==> src/rtl/fp_ratio_pkg.sv <==
// fp_ratio_pkg: shared definitions for the fixed-point ratio divider.
//   - rounding-mode encodings (the spare encoding 2'b11 behaves as truncate)
//   - FSM state enum
//   - round_up(): round-up decision from mode, guard bit, sticky bit and result LSB
package fp_ratio_pkg;

  localparam logic [1:0] RND_TRUNC   = 2'b00;
  localparam logic [1:0] RND_HALF_UP = 2'b01;
  localparam logic [1:0] RND_EVEN    = 2'b10;

  typedef enum logic [1:0] {
    ST_IDLE = 2'b00,
    ST_DIV  = 2'b01,
    ST_RND  = 2'b10,
    ST_DONE = 2'b11
  } state_t;

  // Half-to-even only rounds a pure tie up when the kept LSB is odd.
  function automatic logic round_up(input logic [1:0] mode, input logic guard,
                                    input logic sticky, input logic lsb);
    logic up;
    case (mode)
      RND_HALF_UP: up = guard;
      RND_EVEN:    up = guard & (sticky | lsb);
      default:     up = 1'b0;
    endcase
    return up;
  endfunction

endpackage

==> src/rtl/fp_ratio_divstep.sv <==
// fp_ratio_divstep: one combinational restoring-division step.
// Ports:
//   part     in  W  partial remainder, already shifted with the next dividend bit
//   divisor  in  W  divisor (zero-extended)
//   rem_next out W  remainder after the trial subtraction (restored if negative)
//   q        out 1  quotient bit produced by this step
module fp_ratio_divstep #(
  parameter int W = 18
) (
  input  logic [W-1:0] part,
  input  logic [W-1:0] divisor,
  output logic [W-1:0] rem_next,
  output logic         q
);

  logic [W:0] diff;

  // Trial subtraction; the extra MSB is the borrow that decides the quotient bit.
  always_comb begin
    diff = {1'b0, part} - {1'b0, divisor};
    q    = ~diff[W];
    if (q) begin
      rem_next = diff[W-1:0];
    end else begin
      rem_next = part;
    end
  end

endmodule

==> src/rtl/fp_ratio.sv <==
// fp_ratio: iterative fixed-point divider out = num/den in Q(WI.WF), with
// selectable rounding, saturation and divide-by-zero reporting.
// Fixed latency: out_valid rises WI+WF+3 cycles after the acceptance cycle.
// Ports:
//   clk        in   1  clock, rising edge
//   rst        in   1  synchronous active-high reset
//   in_valid   in   1  operand pair valid
//   in_ready   out  1  high only while idle
//   num, den   in   N  integer numerator / denominator (N = WI+WF)
//   rnd_type   in   2  rounding mode: 00 trunc, 01 half away from zero, 10 half even, 11 trunc
//   out_valid  out  1  result valid (held until out_ready)
//   out_ready  in   1  consumer accepts result
//   out        out  N  quotient in Q(WI.WF)
//   dz         out  1  divide-by-zero flag
//   ovf        out  1  saturation flag
module fp_ratio
  import fp_ratio_pkg::*;
#(
  parameter int WI     = 2,
  parameter int WF     = 14,
  parameter int SIGNED = 1
) (
  input  logic             clk,
  input  logic             rst,
  input  logic             in_valid,
  output logic             in_ready,
  input  logic [WI+WF-1:0] num,
  input  logic [WI+WF-1:0] den,
  input  logic [1:0]       rnd_type,
  output logic             out_valid,
  input  logic             out_ready,
  output logic [WI+WF-1:0] out,
  output logic             dz,
  output logic             ovf
);

  localparam int N      = WI + WF;
  localparam int RW     = N + 2;           // remainder width incl. shifted-in bit
  localparam int W2     = N + WI + 2;      // pre-check compare width, no truncation
  localparam bit IS_SIGNED = (SIGNED != 0);
  localparam int LIM_SH = IS_SIGNED ? (WI - 1) : WI;
  localparam int CW     = $clog2(N + 1);
  localparam logic [CW-1:0] LAST_CNT = CW'(N);
  localparam logic [N:0]    SGN_LIM  = {2'b01, {(N-1){1'b0}}};

  state_t state_r, state_nxt;

  logic           accept;
  logic           num_neg, den_neg;
  logic [N:0]     num_abs, den_abs;
  logic [W2-1:0]  big_num, big_den;
  logic           pre_ovf;

  logic [1:0]     mode_r;
  logic           neg_r, num_neg_r, num_zero_r, den_zero_r, pre_ovf_r;
  logic [N:0]     den_r;
  logic [RW-1:0]  rem_r;
  logic [N:0]     dvd_r;
  logic [N:0]     quo_r;
  logic [CW-1:0]  cnt_r;

  logic [RW-1:0]  part, rem_nxt;
  logic           qbit;

  logic           guard, sticky, up, post_ovf;
  logic [N:0]     mag, mag_rnd;
  logic [N-1:0]   res_val, sat_pos, sat_neg, out_nxt;
  logic           dz_nxt, ovf_nxt;

  logic [N-1:0]   out_r;
  logic           dz_out_r, ovf_r;

  // Operand conditioning: magnitudes in N+1 bits so the most negative value does not wrap.
  always_comb begin
    accept  = in_valid && (state_r == ST_IDLE);
    num_neg = IS_SIGNED && num[N-1];
    den_neg = IS_SIGNED && den[N-1];
    if (num_neg) begin
      num_abs = ~{num[N-1], num} + {{N{1'b0}}, 1'b1};
    end else begin
      num_abs = {1'b0, num};
    end
    if (den_neg) begin
      den_abs = ~{den[N-1], den} + {{N{1'b0}}, 1'b1};
    end else begin
      den_abs = {1'b0, den};
    end
    // Guarantees the N+1-bit quotient register cannot overflow; equality in the
    // signed case is left to the post-round check so that the most negative
    // result stays representable.
    big_num = W2'(num_abs);
    big_den = W2'(den_abs) << LIM_SH;
    if (IS_SIGNED) begin
      pre_ovf = (big_num > big_den);
    end else begin
      pre_ovf = (big_num >= big_den);
    end
  end

  // Next-state logic.
  always_comb begin
    state_nxt = state_r;
    case (state_r)
      ST_IDLE: begin
        if (in_valid) state_nxt = ST_DIV;
        else          state_nxt = ST_IDLE;
      end
      ST_DIV: begin
        if (cnt_r == LAST_CNT) state_nxt = ST_RND;
        else                   state_nxt = ST_DIV;
      end
      ST_RND:  state_nxt = ST_DONE;
      ST_DONE: begin
        if (out_ready) state_nxt = ST_IDLE;
        else           state_nxt = ST_DONE;
      end
      default: state_nxt = ST_IDLE;
    endcase
  end

  // State register.
  always_ff @(posedge clk) begin
    if (rst) state_r <= ST_IDLE;
    else     state_r <= state_nxt;
  end

  // The shifted partial remainder takes the next dividend bit from the top of dvd_r.
  assign part = {rem_r[RW-2:0], dvd_r[N]};

  fp_ratio_divstep #(.W(RW)) u_divstep (
    .part     (part),
    .divisor  ({1'b0, den_r}),
    .rem_next (rem_nxt),
    .q        (qbit)
  );

  // Operand capture and iterative division datapath.
  // Dividend is |num|*2^(WF+1): its bits above position N form the initial
  // remainder, the low N+1 bits are shifted in one per iteration.
  always_ff @(posedge clk) begin
    if (rst) begin
      mode_r     <= RND_TRUNC;
      neg_r      <= 1'b0;
      num_neg_r  <= 1'b0;
      num_zero_r <= 1'b0;
      den_zero_r <= 1'b0;
      pre_ovf_r  <= 1'b0;
      den_r      <= {(N+1){1'b0}};
      rem_r      <= {RW{1'b0}};
      dvd_r      <= {(N+1){1'b0}};
      quo_r      <= {(N+1){1'b0}};
      cnt_r      <= {CW{1'b0}};
    end else if (accept) begin
      mode_r     <= rnd_type;
      neg_r      <= num_neg ^ den_neg;
      num_neg_r  <= num_neg;
      num_zero_r <= (num == {N{1'b0}});
      den_zero_r <= (den == {N{1'b0}});
      pre_ovf_r  <= pre_ovf;
      den_r      <= den_abs;
      rem_r      <= RW'(num_abs >> WI);
      dvd_r      <= num_abs << (WF + 1);
      quo_r      <= {(N+1){1'b0}};
      cnt_r      <= {CW{1'b0}};
    end else if (state_r == ST_DIV) begin
      rem_r <= rem_nxt;
      dvd_r <= {dvd_r[N-1:0], 1'b0};
      quo_r <= {quo_r[N-1:0], qbit};
      cnt_r <= cnt_r + CW'(1);
    end else begin
      cnt_r <= cnt_r;
    end
  end

  // Rounding, sign restoration and saturation of the finished quotient.
  always_comb begin
    guard   = quo_r[0];
    sticky  = |rem_r;
    mag     = {1'b0, quo_r[N:1]};
    up      = round_up(mode_r, guard, sticky, quo_r[1]);
    mag_rnd = mag + {{N{1'b0}}, up};
    if (IS_SIGNED) begin
      if (neg_r) post_ovf = (mag_rnd > SGN_LIM);
      else       post_ovf = (mag_rnd >= SGN_LIM);
    end else begin
      post_ovf = mag_rnd[N];
    end
    if (neg_r) begin
      res_val = ~mag_rnd[N-1:0] + {{(N-1){1'b0}}, 1'b1};
    end else begin
      res_val = mag_rnd[N-1:0];
    end
    sat_neg = {1'b1, {(N-1){1'b0}}};
    if (IS_SIGNED) begin
      sat_pos = {1'b0, {(N-1){1'b1}}};
    end else begin
      sat_pos = {N{1'b1}};
    end
    if (den_zero_r) begin
      dz_nxt  = 1'b1;
      ovf_nxt = 1'b0;
      if (num_zero_r)     out_nxt = {N{1'b0}};
      else if (num_neg_r) out_nxt = sat_neg;
      else                out_nxt = sat_pos;
    end else if (pre_ovf_r || post_ovf) begin
      dz_nxt  = 1'b0;
      ovf_nxt = 1'b1;
      if (neg_r) out_nxt = sat_neg;
      else       out_nxt = sat_pos;
    end else begin
      dz_nxt  = 1'b0;
      ovf_nxt = 1'b0;
      out_nxt = res_val;
    end
  end

  // Result registers: loaded once in RND, held through DONE.
  always_ff @(posedge clk) begin
    if (rst) begin
      out_r    <= {N{1'b0}};
      dz_out_r <= 1'b0;
      ovf_r    <= 1'b0;
    end else if (state_r == ST_RND) begin
      out_r    <= out_nxt;
      dz_out_r <= dz_nxt;
      ovf_r    <= ovf_nxt;
    end else begin
      out_r    <= out_r;
      dz_out_r <= dz_out_r;
      ovf_r    <= ovf_r;
    end
  end

  assign in_ready  = (state_r == ST_IDLE);
  assign out_valid = (state_r == ST_DONE);
  assign out       = out_r;
  assign dz        = dz_out_r;
  assign ovf       = ovf_r;

endmodule

==> config.mk <==
export PLATFORM = sky130hd
export DESIGN_NAME = fp_ratio
export DESIGN_NICKNAME = d
export VERILOG_FILES = /design/src/rtl/fp_ratio_pkg.sv /design/src/rtl/fp_ratio_divstep.sv /design/src/rtl/fp_ratio.sv
export SDC_FILE = /design/constraint.sdc
export NUM_CORES = 1
export LEC_CHECK = 0
export ABC_AREA = 1
export CAP_MARGIN = 20
export CORE_ASPECT_RATIO = 0.8
export CORE_UTILIZATION = 36
export DETAILED_ROUTE_END_ITERATION = 7
export PLACE_DENSITY = 0.52
export REMOVE_ABC_BUFFERS = 1
export SYNTH_ARGS = -nofsm -noshare
export SYNTH_HDL_FRONTEND = slang
export SYNTH_SLANG_ARGS = --single-unit
==> constraint.sdc <==
create_clock -name clk -period 4.5 [get_ports clk]
set_input_delay 0.9 -clock clk [delete_from_list [all_inputs] [get_ports clk]]
set_output_delay 0.9 -clock clk [all_outputs]
set_load 0.03 [all_outputs]
==> results.tsv <==
metric	value	unit
run status	finished clean	
sw power	1.39	mW
antenna violations before repair	0	
Netlist cell types	48	
port buffer count	57	
# rows	43	
vias in the first global route	5636	
post-cts gate resize count	0	
detailed-route DRC error count	0	
ys async rst share	0	
Post-CTS Setup Bufs	0	
post-synthesis instance area	6620	µm²
clk slew on worst S/H paths	0.07	ns
core box area	17600	µm²
Final min period	3.51	ns
Initial Util	0.375	
Clock Skews	0.0122	ns
grt total ovfl	0	
# fillers	1879	
Worst path max stage delay	0.47	ns
largest net degree at the start of global routing	46	
CP Launch Type	input port	
setup TNS	0	ns
area grow syn2layout	16.8	%
top_reg_cell synth	dfxtp_1	
Worst-Margin Slew	0.803	ns
required time worst endpoint	4.73	ns
DR iter-0 viols	464	
Worst Hold Slack	0.453	ns
Avg Inst Size Synth	6.46	µm²
Worst Hold Class	reg2reg	
routability cong.	0.865	
ratio of cells with drive above 1 in the final layout	0.0696	
Gate Count Post-Synth	1024	
Synth Register Bits	86	
fmax	285	MHz
Final period util	0.780	
Internal Power	1.83	mW
Clock Sinks	86	
vias per std cell	5.00	
H-tree depth	3	
later-pin clock latency in the skew report	0.35	ns
Detail Route Antenna Nets	0	
Crit Path Max Fanout	3	
Rel. slew slack	0.464	
Ports	58	
Synth Warn #	0	
Sw Ratio	0.433	
Sequential Power Share	0.276	
DP HPWL	14600	µm
Crit Path Class	in2reg	
register area share after synthesis	0.260	
global router's overall resource usage	0.206	
cell with the most instances on the worst path	nor2_1	
clock root cell	clkbuf_16	
cts hold-fix bufs	0	
Die Wd	154	µm
max_cap viols	0	
Lkg Pwr	3.42	nW
Setup-failing EPs final	0	
number of synthesized flops with an enable pin	0	
clock buffer depth	2	
cells along the critical path	clkdlybuf4s50_1, inv_1, ha_1, inv_1, nor3_1, nand3_1, nor2_1, nand4_1, nand2_1, xnor2_1, inv_1, ha_1, nand2_1, nor2_1, a211oi_1, a21oi_1, nor2_1, nor2_1, o21ai_0, nand2_1	
unrepaired setup endpoints after global routing	no	
# diodes	0	
Final Hold Vio Count	0	
mean routed wirelength per cell	14.5	µm
clock buffer count from CTS	9	
Max Slew Vio Count	0	
Die ar.	18900	µm²
WP data arrival	3.74	ns
Comb power frac	0.484	
CP Capture Type	register	
Pre-Repair DR Iteration Count	7	
worst vdd ir	0.271	mV
Die H	123	µm
slowest stage cell, crit path	clkdlybuf4s50_1	
CTS tree	yes	
NumNets Final	1153	
DR vias	6507	
clock power share	0.240	
power density cells	417	nW/µm²
Worst R2R Setup Slack	1.03	ns
routed wire length	18900	µm
global-route wire length before repair	30600	µm
[power by group through the flow]
stage	Combinational, mW	Clock, mW	Sequential, mW
5_1_grt	1.77	0.825	0.897
6_report	1.56	0.773	0.890
3_5_place_dp	1.53	0	0.906
3_3_place_gp	1.56	0	0.908
4_1_cts	1.54	0.794	0.888
2_1_floorplan	1.12	0	0.886
[cell usage in the layout (no fill, tap or decap), types with 4 or more instances in the layout]
cell type        Yosys  final
clkbuf_16            0      9
or2_2                5      5
nor4_1               5      4
xnor2_1             12     12
nor2_2               7      8
o21ai_0             45     45
nand4_1             34     34
buf_4                1     12
nor2_1              70     69
nor3_1              17     17
o211ai_1             9      9
o21bai_1            11     11
clkdlybuf4s50_1      0     57
a22oi_1              4      4
xor2_1              27     27
a21oi_1             96     96
nand3_1             52     52
nand3_2              5      5
nand2_2             12     12
nand2_1            258    258
inv_1              134    134
a31oi_1              8      8
ha_1                42     42
nor2_4               6      6
o22ai_1             17     17
dfxtp_1             86     86
[flip-flops by register name (all words and copies together) (netlist names), 2 cells and up]
name	count
cnt_r	5
den_r	17
dvd_r	2
mode_r	2
out	16
quo_r	17
rem_r	18
state_r	2
[critical path, delay by kind of cell]
family | cells | cell delay, ns
and+or+nand+nor | 10 | 1.13
AOI/OAI and AO/OA | 3 | 0.42
xor gates and xnor gates | 1 | 0.13
adders and majority gates | 2 | 0.46
buffers and inverters | 4 | 0.72
[metal layers]
layer | part of all wire | track usage
met3 | 0.044 | 0.0347
met5 | 0 | 0
met2 | 0.35 | 0.261
met1 | 0.60 | 0.343
met4 | 0.0070 | 0.0431
[cell families (layout without fill, tap and decap cells)]
logic type                 after synthesis  in the layout  synth area share
adders and majority gates               43             43            0.0825
other                                    1              1          0.000567
buffers and inverters                  171            224            0.0991
and+or+nand+nor                        480            480             0.330
xor gates and xnor gates                39             39            0.0516
DFF                                     86             86             0.260
AOI/OAI and AO/OA                      204            204             0.176
[path summary, 6_finish.rpt]
| check | from | to | depth (start not counted) |
|---|---|---|---|
| max | den[0] | pre_ovf_r | 20 |
| min | den_r[16] | den_r[16] | 2 |
| max reg2reg | rem_r[0] | out[12] | 21 |
| min reg2reg | den_r[16] | den_r[16] | 2 |
[final cells by class]
type | count | area (µm²) | area share
Clock buffer | 10 | 229 | 0.0296
Clock inverter | 6 | 67.6 | 0.00874
Inverter | 139 | 522 | 0.0675
Multi-Input combinational cell | 767 | 4250 | 0.550
Sequential cell | 86 | 1720 | 0.223
Tap cell | 225 | 282 | 0.0364
Timing Repair Buffer | 69 | 661 | 0.0855
[synthesized netlist by cell type (8+ instances only)]
master | number | area (µm²)
nor3_1 | 17 | 85.1
dfxtp_1 | 86 | 1720
o211ai_1 | 9 | 67.6
ha_1 | 42 | 526
o21ai_0 | 45 | 225
o22ai_1 | 17 | 106
a21oi_1 | 96 | 480
nand2_1 | 258 | 968
a31oi_1 | 8 | 50.1
nor2_1 | 70 | 263
nand2_2 | 12 | 75.1
inv_1 | 134 | 503
nand4_1 | 34 | 213
xor2_1 | 27 | 236
clkbuf_1 | 27 | 101
o21bai_1 | 11 | 82.6
xnor2_1 | 12 | 105
nand3_1 | 52 | 260
[metrics by stage]
step / total power, mW / area [µm²] / util / setup slack [ns] / instances
after CTS: 3.23 / 7720 / 0.438 / 0.999 / 1301
after floorplan: 2.01 / 6480 / - / 1.50 / 992
after global placement: 2.46 / 7430 / 0.421 / 0.740 / 1285
final: 3.22 / 7730 / 0.438 / 0.990 / 1302
after global routing: 3.49 / 7730 / 0.438 / 0.567 / 1302
after detailed placement: 2.44 / 7430 / 0.421 / 0.659 / 1285
Power figures use the tool's default switching activity.
